File: config.mk
export PLATFORM = sky130hd
export DESIGN_NAME = rv_regfile_mp
export DESIGN_NICKNAME = d
export VERILOG_FILES = /design/src/rtl/rv_pkg.sv /design/src/rtl/rv_scoreboard.sv /design/src/rtl/rv_regfile_mp.sv
export SDC_FILE = /design/constraint.sdc
export NUM_CORES = 2
export LEC_CHECK = 0
export CELL_PAD_IN_SITES_DETAIL_PLACEMENT = 0
export CELL_PAD_IN_SITES_GLOBAL_PLACEMENT = 1
export CORE_ASPECT_RATIO = 0.7
export CORE_UTILIZATION = 45
export CTS_CLUSTER_DIAMETER = 40
export DETAILED_ROUTE_END_ITERATION = 6
export GPL_ROUTABILITY_DRIVEN = 0
export PLACE_DENSITY = 0.75
export SKIP_CTS_REPAIR_TIMING = 1
export SYNTH_ARGS = -nofsm -noshare
export SYNTH_HDL_FRONTEND = slang
export SYNTH_SLANG_ARGS = --single-unit
File: constraint.sdc
create_clock -name clk -period 56 [get_ports clk]
set_clock_uncertainty 0.15 [all_clocks]
set_input_delay 14 -clock clk [delete_from_list [all_inputs] [get_ports clk]]
set_output_delay 14 -clock clk [all_outputs]
set_load 0.02 [all_outputs]
File: src/rtl/rv_pkg.sv
// Shared RV32I core definitions: default sizes, the zero-register index and a clog2 helper.
package rv_pkg;

  localparam int unsigned XLEN_DEF  = 32;
  localparam int unsigned NREGS_DEF = 32;
  localparam int unsigned REG_ZERO  = 0;

  // Number of address bits needed to index n entries (n >= 2).
  function automatic int unsigned clog2(input int unsigned n);
    int unsigned r;
    r = 0;
    for (int unsigned i = 0; i < 32; i++) begin
      if ((32'd1 << i) < n) r = i + 1;
    end
    return r;
  endfunction

endpackage

File: src/rtl/rv_scoreboard.sv
// Per-register busy scoreboard: alloc marks a destination busy, writeback clears it.
module rv_scoreboard
  import rv_pkg::*;
#(
  parameter int unsigned NREGS = NREGS_DEF,
  parameter int unsigned AW    = clog2(NREGS_DEF)
) (
  input  logic             clk,
  input  logic             rst,
  input  logic             we0,
  input  logic [AW-1:0]    waddr0,
  input  logic             we1,
  input  logic [AW-1:0]    waddr1,
  input  logic             alloc_en,
  input  logic [AW-1:0]    alloc_addr,
  output logic [NREGS-1:0] busy_vec
);

  logic [NREGS-1:0] busy_q;
  logic [NREGS-1:0] busy_nxt;

  // Writebacks clear first; a same-cycle alloc re-marks, since the new producer wins.
  always_comb begin
    busy_nxt = busy_q;
    if (we0) busy_nxt[waddr0] = 1'b0;
    if (we1) busy_nxt[waddr1] = 1'b0;
    if (alloc_en) busy_nxt[alloc_addr] = 1'b1;
    busy_nxt[REG_ZERO] = 1'b0;
  end

  // Busy vector register.
  always_ff @(posedge clk or posedge rst) begin
    if (rst) busy_q <= '0;
    else     busy_q <= busy_nxt;
  end

  assign busy_vec = busy_q;

endmodule

File: src/rtl/rv_regfile_mp.sv
// Parametrised multi-port integer register file with bypass, optional registered reads and busy scoreboard.
module rv_regfile_mp
  import rv_pkg::*;
#(
  parameter  int unsigned XLEN      = XLEN_DEF,
  parameter  int unsigned NREGS     = NREGS_DEF,
  parameter  int unsigned NRD       = 2,
  parameter  int unsigned BYPASS    = 1,
  parameter  int unsigned SYNC_READ = 0,
  localparam int unsigned AW        = clog2(NREGS)
) (
  input  logic                clk,
  input  logic                rst,
  input  logic                we0,
  input  logic [AW-1:0]       waddr0,
  input  logic [XLEN-1:0]     wdata0,
  input  logic                we1,
  input  logic [AW-1:0]       waddr1,
  input  logic [XLEN-1:0]     wdata1,
  input  logic [NRD*AW-1:0]   raddr,
  output logic [NRD*XLEN-1:0] rdata,
  output logic [NRD-1:0]      rbusy,
  input  logic                alloc_en,
  input  logic [AW-1:0]       alloc_addr,
  output logic [NREGS-1:0]    busy_vec
);

  localparam logic [AW-1:0] ZERO_ADDR = AW'(REG_ZERO);

  logic [XLEN-1:0]     regs [NREGS];
  logic [NRD*XLEN-1:0] rd_c;
  logic [NRD-1:0]      rbusy_c;
  logic [AW-1:0]       ra;
  logic [XLEN-1:0]     val;
  logic                hit0;
  logic                hit1;
  logic                rb;
  logic                wr0_ok;
  logic                wr1_ok;

  // Port 0 is dropped when port 1 targets the same register; x0 is never written.
  assign wr1_ok = we1 && (waddr1 != ZERO_ADDR);
  assign wr0_ok = we0 && (waddr0 != ZERO_ADDR) && !(we1 && (waddr1 == waddr0));

  // Register array storage.
  always_ff @(posedge clk or posedge rst) begin
    if (rst) begin
      for (int unsigned i = 0; i < NREGS; i++) regs[i] <= '0;
    end else begin
      if (wr0_ok) regs[waddr0] <= wdata0;
      if (wr1_ok) regs[waddr1] <= wdata1;
    end
  end

  // Per-port read mux with optional write forwarding and busy lookup.
  always_comb begin
    rd_c    = '0;
    rbusy_c = '0;
    ra      = '0;
    val     = '0;
    hit0    = 1'b0;
    hit1    = 1'b0;
    rb      = 1'b0;
    for (int unsigned k = 0; k < NRD; k++) begin
      ra   = raddr[k*AW +: AW];
      hit1 = we1 && (waddr1 == ra);
      hit0 = we0 && (waddr0 == ra);
      val  = regs[ra];
      rb   = busy_vec[ra];
      if (BYPASS != 0) begin
        if (hit1)      val = wdata1;
        else if (hit0) val = wdata0;
        if (hit0 || hit1) rb = 1'b0;
      end
      if (ra == ZERO_ADDR) begin
        val = '0;
        rb  = 1'b0;
      end
      rd_c[k*XLEN +: XLEN] = val;
      rbusy_c[k]           = rb;
    end
  end

  generate
    if (SYNC_READ != 0) begin : g_sync
      logic [NRD*XLEN-1:0] rdata_q;
      // Registered read data: address and bypass resolved at the sampling edge.
      always_ff @(posedge clk or posedge rst) begin
        if (rst) rdata_q <= '0;
        else     rdata_q <= rd_c;
      end
      assign rdata = rdata_q;
    end else begin : g_comb
      assign rdata = rd_c;
    end
  endgenerate

  assign rbusy = rbusy_c;

  rv_scoreboard #(
    .NREGS (NREGS),
    .AW    (AW)
  ) u_scoreboard (
    .clk        (clk),
    .rst        (rst),
    .we0        (we0),
    .waddr0     (waddr0),
    .we1        (we1),
    .waddr1     (waddr1),
    .alloc_en   (alloc_en),
    .alloc_addr (alloc_addr),
    .busy_vec   (busy_vec)
  );

endmodule

==> impl_metrics.yaml <==
route:
  drc: 16
  ant_nets: 0
  viasPerCell: 6.67
  routedWlPerCell_um: 32.6
  vias: 53100
  drtPass1Iterations: 7
  wirelength_mm: 260
  detailedRoute.firstIterationViolations: 7817
critical_path:
  path_max_fanout: 98
  endpoint_kind: "primary output"
  crit_required_ps: 41850
  worstPathArrival_ps: 18630
  startpoint: "raddr[6]"
  worstSetupPathType: "in2out"
  reg2reg_from: "regs[871]$_DFF_PP0_"
  start_kind: "input pin"
pwr:
  p_clk_share_pct: 33.5
  p_comb_share_pct: 26.4
  p_leak_nw: 36.2
  swShare_pct: 31.3
  switchingPower_w: 0.000894
  seqPwrFrac_pct: 40.1
  ir_drop_v: 0.0000329
  powerDensity_nw_per_um2: 38.0
  power_report.internal_total_w: 0.00196
synthesis:
  ys_seq_area_share_pct: 39.3
  synthFlopType: "dfrtp_1"
  ys_seq_elements: 1055
  synth_area_um2: 67200
  synthArstFlopShare_pct: 100
  yosysWarningCount: 0
  ys_types: 54
  synth_edf_count: 0
  syn_avg_cell_area_um2: 10.9
  synthCells: 6187
  syn-num-nets: 6281
run_status:
  violations: "design-rule violations"
  status: "complete, but fails checks"
sta:
  final-hold-violation-count: 0
  rsz0062_at_grt: "no"
  fmax_mhz: 30.5
  slew_viol_final: 0
  slew_headroom_pct: 13.1
  final.min_clock_period_ps: 32780
  period_share_pct: 58.5
  setup_viol: 0
  worstMarginPinSlew_ps: 1300
  tns_ps: 0
final_layout:
  fillCellCount: 13100
  fin_cells: 7960
  fin_nets: 5956
  synthToLayoutAreaGrowth_pct: 11.6
  drive_gt1_share_pct: 20.2
clock_network:
  clockBufferDepth: 3
  cts_tree: "done"
  clkTransAtPathRegs_ps: 60
  cts.sinks: 1055
  clockRootBuffer: "clkbuf_16"
  htreeDepth: 4
  clkLatencyLatePin_ps: 790
  cts_buffers: 141
floorplanning:
  die_w_um: 464
  coreArea_um2: 148000
  dieArea_um2: 151000
  rows: 118
  ios: 192
  fp.dieH_um: 325
  start_util_pct: 45.4
global_route:
  grt_max_degree: 169
  grt_pass1_wl_mm: 373
  overflow: 0
  track_usage_pct: 34.1
  antenna_found_initial: 3
  grt_pass1_vias: 50900
hold_path:
  hold_start: "regs[1004]$_DFF_PP0_"
  hold_class: "reg2reg"
run:
  maxCapViolations: 0
placement:
  place.port_buffers: 190
  dp_hpwl_mm: 139
  dp_cells: 7699
==> cells in the final DEF (no fill, tap or decap), types with 19 or more instances in the layout <==
| cell type | Yosys | routed |
|---|---|---|
| mux2_2 | 94 | 94 |
| buf_4 | 13 | 165 |
| nor4_1 | 33 | 32 |
| nand4_1 | 33 | 33 |
| mux4_2 | 594 | 594 |
| inv_6 | 0 | 24 |
| dfrtp_1 | 1055 | 1055 |
| nand2_4 | 0 | 32 |
| o2111ai_4 | 0 | 29 |
| clkdlybuf4s50_1 | 0 | 181 |
| o22ai_1 | 31 | 31 |
| clkbuf_16 | 0 | 142 |
| o21ai_0 | 50 | 50 |
| a21oi_1 | 1050 | 1050 |
| a221o_1 | 31 | 31 |
| nand2_1 | 139 | 102 |
| mux2i_1 | 1027 | 1027 |
| o311ai_1 | 19 | 19 |
| nand3_1 | 20 | 20 |
| nor2_1 | 1010 | 1008 |
==> worst max-delay path, stage by stage <==
cell             delay (ps)
buf_8                   630
buf_4                   540
buf_4                   460
buf_4                   730
mux4_2                  410
mux4_2                  490
nor2_1                  200
nor4_1                   90
a221o_1                 330
clkdlybuf4s50_1         550
==> cells in the mapped netlist, types with 20 or more instances <==
library cell | instances | area share, %
dfrtp_1 | 1055 | 39
a21oi_1 | 1050 | 7.8
mux2i_1 | 1027 | 15
nor2_1 | 1010 | 5.6
mux4_2 | 594 | 20
clkbuf_1 | 556 | 3.1
buf_2 | 194 | 1.4
nand2_1 | 139 | 0.78
mux2_2 | 94 | 1.6
o21ai_0 | 50 | 0.37
buf_1 | 49 | 0.27
nand4_1 | 33 | 0.31
nor4_1 | 33 | 0.31
a221o_1 | 31 | 0.46
o22ai_1 | 31 | 0.29
o2111ai_2 | 28 | 0.63
nand3_1 | 20 | 0.15
==> per-stage QoR <==
stage          worst slack [ps]  hold WS, ps  area [µm²]  power, W  utilization [%]
3_5_place_dp              23320          233       70100   0.00190             47.4
6_report                  23220          246       75000   0.00285             50.6
2_1_floorplan             12150          291       67200   0.00167                -
5_1_grt                   23110          261       75000   0.00297             50.6
4_1_cts                   23320          245       75000   0.00285             50.6
3_3_place_gp              23350          227       70100   0.00186             47.3
==> state kept, by name, summed over array words and instances (netlist names) <==
| name | count |
|---|---|
| u_scoreboard.busy_vec | 31 |
| regs | 1024 |
==> logic make-up (layout without fill, tap and decap cells) <==
family                 after synthesis  count (layout)  synth area share (%)
flip-flops                        1055            1055                  39.3
AO/OA/AOI/OAI                     1256            1256                  10.5
buffers and inverters              835             625                  5.30
other                                1               4               0.00558
XOR/XNOR                            25              25                 0.326
multiplexers                      1715            1715                  36.8
AND/OR/NAND/NOR                   1300            1300                  7.87
==> layer usage <==
metal	GRT usage [%]	wire length, µm
met1	46.5	102000
met2	49.4	113000
met3	10.4	31900
met4	16.3	12800
met5	0.221	83
==> power groups by stage <==
stage	registers, W	logic (W)	clock network (W)
2_1_floorplan	0.00109	0.000578	0
3_3_place_gp	0.00113	0.000731	0
3_5_place_dp	0.00115	0.000750	0
4_1_cts	0.00113	0.000751	0.000962
5_1_grt	0.00117	0.000811	0.000991
6_report	0.00114	0.000753	0.000955
==> final cells by class <==
| cell class | count | area, µm² | share of cell area (%) |
|---|---|---|---|
| antenna | 3 | 7.51 | 0.0100 |
| clock buffer | 172 | 3840 | 5.12 |
| clock inverter | 86 | 1020 | 1.36 |
| inverter | 5 | 26.3 | 0.0350 |
| multi-input combinational | 4297 | 37900 | 50.5 |
| sequential | 1055 | 26400 | 35.2 |
| tap | 1980 | 2480 | 3.30 |
| timing repair buffer | 362 | 3320 | 4.42 |
==> worst paths after layout <==
path / end / slack [ps] / cells after the start
max: rdata[41] / 23220 / 10
min: regs[1004]$_DFF_PP0_ / 250 / 0
max reg2reg: regs[871]$_DFF_PP0_ / 55000 / 2
min reg2reg: regs[1004]$_DFF_PP0_ / 250 / 0
max in group asynchronous: regs[815]$_DFF_PP0_ / 38790 / 5
min in group asynchronous: u_scoreboard.busy_vec[15]$_DFF_PP0_ / 13600 / 2
Power figures use the tool's default switching activity.
